`src/rtl/ctrl_fsm8.sv`:
```
// ctrl_fsm8: multi-cycle control FSM for the 8-bit computer, with a retired-instruction counter.
// Optional memory timeout with sticky fault when CTRL_MEM_TIMEOUT_EN is defined.
module ctrl_fsm8 (
  input  logic       clk_i,
  input  logic       reset_n_i,
  input  logic       start_i,
  input  logic [7:0] instr_i,
  input  logic       zero_i,
  input  logic       mem_ack_i,
  output logic       mem_req_o,
  output logic       mem_we_o,
  output logic       iord_o,
  output logic       ir_we_o,
  output logic       pc_we_o,
  output logic       reg_we_o,
  output logic [1:0] pc_src_o,
  output logic       alu_src_imm_o,
  output logic [1:0] alu_op_o,
  output logic       mem_to_reg_o,
  output logic       halted_o,
  output logic       fault_o,
  output logic [2:0] state_o,
  output logic [7:0] instr_count_o
);
  typedef enum logic [2:0] {
    S_IDLE, S_FETCH, S_DECODE, S_EXEC, S_MEM, S_WB, S_BRANCH, S_HALT
  } state_t;
  localparam logic [2:0] OP_R = 3'd0, OP_LW = 3'd2, OP_SW = 3'd3, OP_BEQ = 3'd4,
                         OP_J = 3'd5, OP_NOP = 3'd6, OP_HALT = 3'd7;
  state_t state_q, state_d;
  logic [7:0] cnt_q;
  logic retire;
  logic [2:0] op;
  logic unused_imm;
  assign op = instr_i[7:5];
  assign unused_imm = ^instr_i[4:2];
  assign state_o = state_q;
  assign instr_count_o = cnt_q;
  assign halted_o = state_q == S_HALT;
`ifdef CTRL_MEM_TIMEOUT_EN
  logic [3:0] wcnt_q;
  logic fault_q;
  logic tmo;
  assign tmo = mem_req_o && !mem_ack_i && wcnt_q == 4'd14;
  assign fault_o = fault_q;
  // The counter only runs while a request is pending, so leaving FETCH/MEM clears it.
  always_ff @(posedge clk_i) begin
    if (!reset_n_i) begin
      wcnt_q  <= '0;
      fault_q <= 1'b0;
    end else begin
      wcnt_q  <= (mem_req_o && !mem_ack_i) ? wcnt_q + 4'd1 : 4'd0;
      fault_q <= fault_q | tmo;
    end
  end
`else
  assign fault_o = 1'b0;
`endif
  always_ff @(posedge clk_i) begin
    if (!reset_n_i) begin
      state_q <= S_IDLE;
      cnt_q   <= '0;
    end else begin
      state_q <= state_d;
      cnt_q   <= cnt_q + {7'd0, retire};
    end
  end
  always_comb begin
    state_d       = state_q;
    mem_req_o     = 1'b0;
    mem_we_o      = 1'b0;
    iord_o        = 1'b0;
    ir_we_o       = 1'b0;
    pc_we_o       = 1'b0;
    reg_we_o      = 1'b0;
    pc_src_o      = 2'd0;
    alu_src_imm_o = 1'b0;
    alu_op_o      = 2'd0;
    mem_to_reg_o  = 1'b0;
    retire        = 1'b0;
    case (state_q)
      S_IDLE: state_d = start_i ? S_FETCH : S_IDLE;
      S_FETCH: begin
        mem_req_o = 1'b1;
        ir_we_o   = mem_ack_i;
        pc_we_o   = mem_ack_i;
        state_d   = mem_ack_i ? S_DECODE : S_FETCH;
      end
      S_DECODE: begin
        case (op)
          OP_BEQ: state_d = S_BRANCH;
          OP_J: begin
            pc_we_o  = 1'b1;
            pc_src_o = 2'd2;
            retire   = 1'b1;
            state_d  = S_FETCH;
          end
          OP_NOP: begin
            retire  = 1'b1;
            state_d = S_FETCH;
          end
          OP_HALT: begin
            retire  = 1'b1;
            state_d = S_HALT;
          end
          default: state_d = S_EXEC;
        endcase
      end
      S_EXEC: begin
        alu_src_imm_o = op != OP_R;
        alu_op_o      = op == OP_R ? instr_i[1:0] : 2'd0;
        state_d       = (op == OP_LW || op == OP_SW) ? S_MEM : S_WB;
      end
      S_MEM: begin
        mem_req_o     = 1'b1;
        iord_o        = 1'b1;
        mem_we_o      = op == OP_SW;
        alu_src_imm_o = 1'b1;
        retire        = mem_ack_i && op == OP_SW;
        state_d       = !mem_ack_i ? S_MEM : op == OP_SW ? S_FETCH : S_WB;
      end
      S_WB: begin
        reg_we_o     = 1'b1;
        mem_to_reg_o = op == OP_LW;
        retire       = 1'b1;
        state_d      = S_FETCH;
      end
      S_BRANCH: begin
        alu_op_o = 2'd1;
        pc_we_o  = zero_i;
        pc_src_o = zero_i ? 2'd1 : 2'd0;
        retire   = 1'b1;
        state_d  = S_FETCH;
      end
      S_HALT: state_d = S_HALT;
      default: state_d = S_IDLE;
    endcase
`ifdef CTRL_MEM_TIMEOUT_EN
    if (tmo) state_d = S_HALT;
`endif
  end
endmodule
```
`config.mk`:
```
export PLATFORM = sky130hd
export DESIGN_NAME = ctrl_fsm8
export DESIGN_NICKNAME = d
export VERILOG_FILES = /design/src/rtl/ctrl_fsm8.sv
export SDC_FILE = /design/constraint.sdc
export NUM_CORES = 1
export LEC_CHECK = 0
export ABC_AREA = 1
export ABC_CLOCK_PERIOD_IN_PS = 1900
export CAP_MARGIN = 20
export CORE_UTILIZATION = 39
export DETAILED_ROUTE_END_ITERATION = 12
export PLACE_DENSITY = 0.78
export SLEW_MARGIN = 5
export SYNTH_ARGS = -nofsm -noshare
export SYNTH_HDL_FRONTEND = slang
export SYNTH_SLANG_ARGS = --single-unit
```
`constraint.sdc`:
```
create_clock -name clk_i -period 1.9 [get_ports clk_i]
set_input_delay 0.285 -clock clk_i [delete_from_list [all_inputs] [get_ports clk_i]]
set_output_delay 0.285 -clock clk_i [all_outputs]
set_load 0.01 [all_outputs]
```
==> flow_summary.json <==
{
  "power.density_nw_per_um2": 471,
  "layout-drive-gt1-share_pct": 26.1,
  "max-clock-path-buffers": 2,
  "setup_viol_count_final": 0,
  "synth_edf_count": 0,
  "detailedPlacementHpwl_um": 1610,
  "grt_pass1_vias": 734,
  "type_of_the_most_critical_hold_path": "reg -> reg",
  "finalNetCount": 181,
  "slew_viol_final": 0,
  "flow.area_growth_from_synthesis_pct": 64.1,
  "hold_slack_final_ps": 496,
  "numClockSinks": 11,
  "synthMostInstantiatedCell": "nand2_1",
  "worst_ep_required_time_ps": 2060,
  "yosysSeqAreaShare_pct": 28.6,
  "drt_first_iter_violations": 22,
  "synthArstFlopShare_pct": 0,
  "place_inst": 185,
  "row_count": 15,
  "end_kind": "register",
  "min_period_ps": 1820,
  "syn-mean-instance-area_um2": 6.53,
  "die_height_um": 46.5,
  "route.final.wire_length_um": 2060,
  "clock.fmax_mhz": 548,
  "io_buffers": 33,
  "synthesis.nets": 133,
  "clk_pin_slew_ps": 70,
  "global_route.usage.total_pct": 20.5,
  "number_of_cts_inserted_buffers": 3,
  "outcome": "finished, final reports clean",
  "route.detailed.vias_per_inst": 4.58,
  "die_w_um": 46.5,
  "post-route-cell-area_um2": 1260,
  "skew_ps": 4.04,
  "vdd_drop_max_mv": 0.291,
  "netlist_top_cells_count": "nand2_1 (21), inv_1 (19), nor2_1 (12), dfxtp_1 (11), nand3_1 (11)",
  "cts.root.buffer_cell": "clkbuf_4",
  "worst-path-max-fanout": 8,
  "synth_flop_cell": "dfxtp_1",
  "gr-total-overflow": 0,
  "worst_skew_pair.late_latency_ps": 270,
  "reg2reg_slack_ps": 80,
  "finalWeightedCongestion": 0.836,
  "initial_utilization_pct": 43.2,
  "cts.htree.levels": 1,
  "tritoncts_clock_tree": "done",
  "grt_start_max_net_pins": 9,
  "detailroute.via_count": 870,
  "utilization_pct": 70.9,
  "total_placed_instance_area_um2": 1200,
  "power.static_leakage_nw": 0.645,
  "placeableCoreArea_um2": 1780,
  "synthesis.area_um2": 771,
  "maxCapViolations": 0,
  "drc": 0,
  "yosys_register_bits": 11,
  "biggest_area_contributors_in_the_synthesized_netlist": "dfxtp_1 (29%), nand2_1 (10%), inv_1 (9.3%)",
  "crit_path_category": "reg -> reg",
  "finalSetupTns_ps": 0,
  "synth_top_cell_by_area": "dfxtp_1",
  "dp_slack_ps": -278,
  "worstPathArrival_ps": 1990,
  "timing_hold_violations_final": 0,
  "die_area_um2": 2160,
  "boundaryPins": 38,
  "syn-instance-count": 118,
  "synth_cell_types": 28,
  "n_antenna_cell": 0,
  "routed_wire_per_std_cell_um": 10.8,
  "first_pass_iters": 4,
  "layout_setup_ws_ps": 75.4,
  "synth.yosys.warnings": 0,
  "worstSetupStartpointType": "register",
  "finish.cell_count_without_fillers": 190,
  "antenna_violating_nets_post_route": 0,
  "grt_first_pass_wirelength_um": 3130,
  "total_power_mw": 0.595,
  "synth_top_cell_area_share_pct": 28.6,
  "layout_worst_path_cycle_share_pct": 96.0,
  "number_of_antenna_violations_at_the_first_check_in_global_routing": 0
}
## state kept, by name, summed over array words and instances (netlist names)
signal	cells
instr_count_o	8
state_o	3
## power by group
group	leakage (nW)	total (mW)	switching, mW	internal (mW)
registers	0.0908	0.254	0.0158	0.239
clock network	0.0150	0.160	0.0787	0.0815
logic	0.540	0.181	0.0872	0.0936
total	0.645	0.595	0.182	0.414
## worst paths after layout
check	start	to	depth (start not counted)
worst max-delay path	state_o[1]	instr_count_o[2]	10
worst min-delay path	instr_count_o[3]	instr_count_o[3]	2
worst min register to register	instr_count_o[3]	instr_count_o[3]	2
worst max register to register	state_o[1]	instr_count_o[2]	10
## critical path: stages (launching register included)
cell	delay (ps)
dfxtp_4	410
inv_1	70
nand3_1	150
nand2_2	80
a31oi_1	220
o21ai_2	80
ha_2	200
ha_2	180
buf_4	130
xnor2_1	120
nor2_1	50
## metal layers
metal  up-vias  GRT usage, %  wire length (um)
li1        464             -                 -
met1       386          29.5              1010
met2        17          30.3               971
met3         3          5.88                69
met4         0          3.53                 8
met5         -             0                 0
## final cells by class
cell class / count / area [um^2]
fillers: 156 / 518
multi-input cells: 80 / 459
repair buffers: 47 / 430
flip-flops and latches: 11 / 229
inverters: 23 / 88.8
well taps: 25 / 31.3
clock buffers: 4 / 26.3
## repair_timing
| item | 4_1_cts | 5_1_grt |
|---|---|---|
| hold buffers | 0 | 0 |
| endpoints found under the setup margin | 17 | 8 |
| pin swaps | 0 | 4 |
| resized for setup | 16 | 11 |
| setup buffers | 1 | 0 |
## cells by family (layout without fill, tap and decap cells)
group	count (synthesis)	after routing	share of synthesized area (%)
simple gates	63	63	42.0
buf+inv	27	74	15.3
compound gates	12	12	8.12
flops	11	11	28.6
fa+ha+maj	2	2	3.25
xor+xnor	2	2	2.27
other cells	1	1	0.487
## cells in the final DEF (no fill, tap or decap)
master and n:
a21oi_1 5, a31oi_1 2, conb_1 1, nand3_2 4, o21ai_1 1, ha_2 2, o21ai_0 3, inv_4 1
nor2_1 11, nand2_2 3, clkbuf_4 3, nand2_1 21, dfxtp_4 2, clkdlybuf4s50_1 20, nor3_4 1, nor2_2 3
xnor2_1 1, buf_4 14, inv_1 19, nor2_4 1, nor4_1 1, xor2_1 1, clkbuf_1 1, o21ai_2 1
nand4_1 1, dfxtp_2 1, dlygate4sd2_1 10, nor3_1 3, nor3b_1 1, or2_2 1, dlymetal6s2s_1 3, inv_2 3
dfxtp_1 8, nor3_2 3, nand3_1 9
Power figures use the tool's default switching activity.
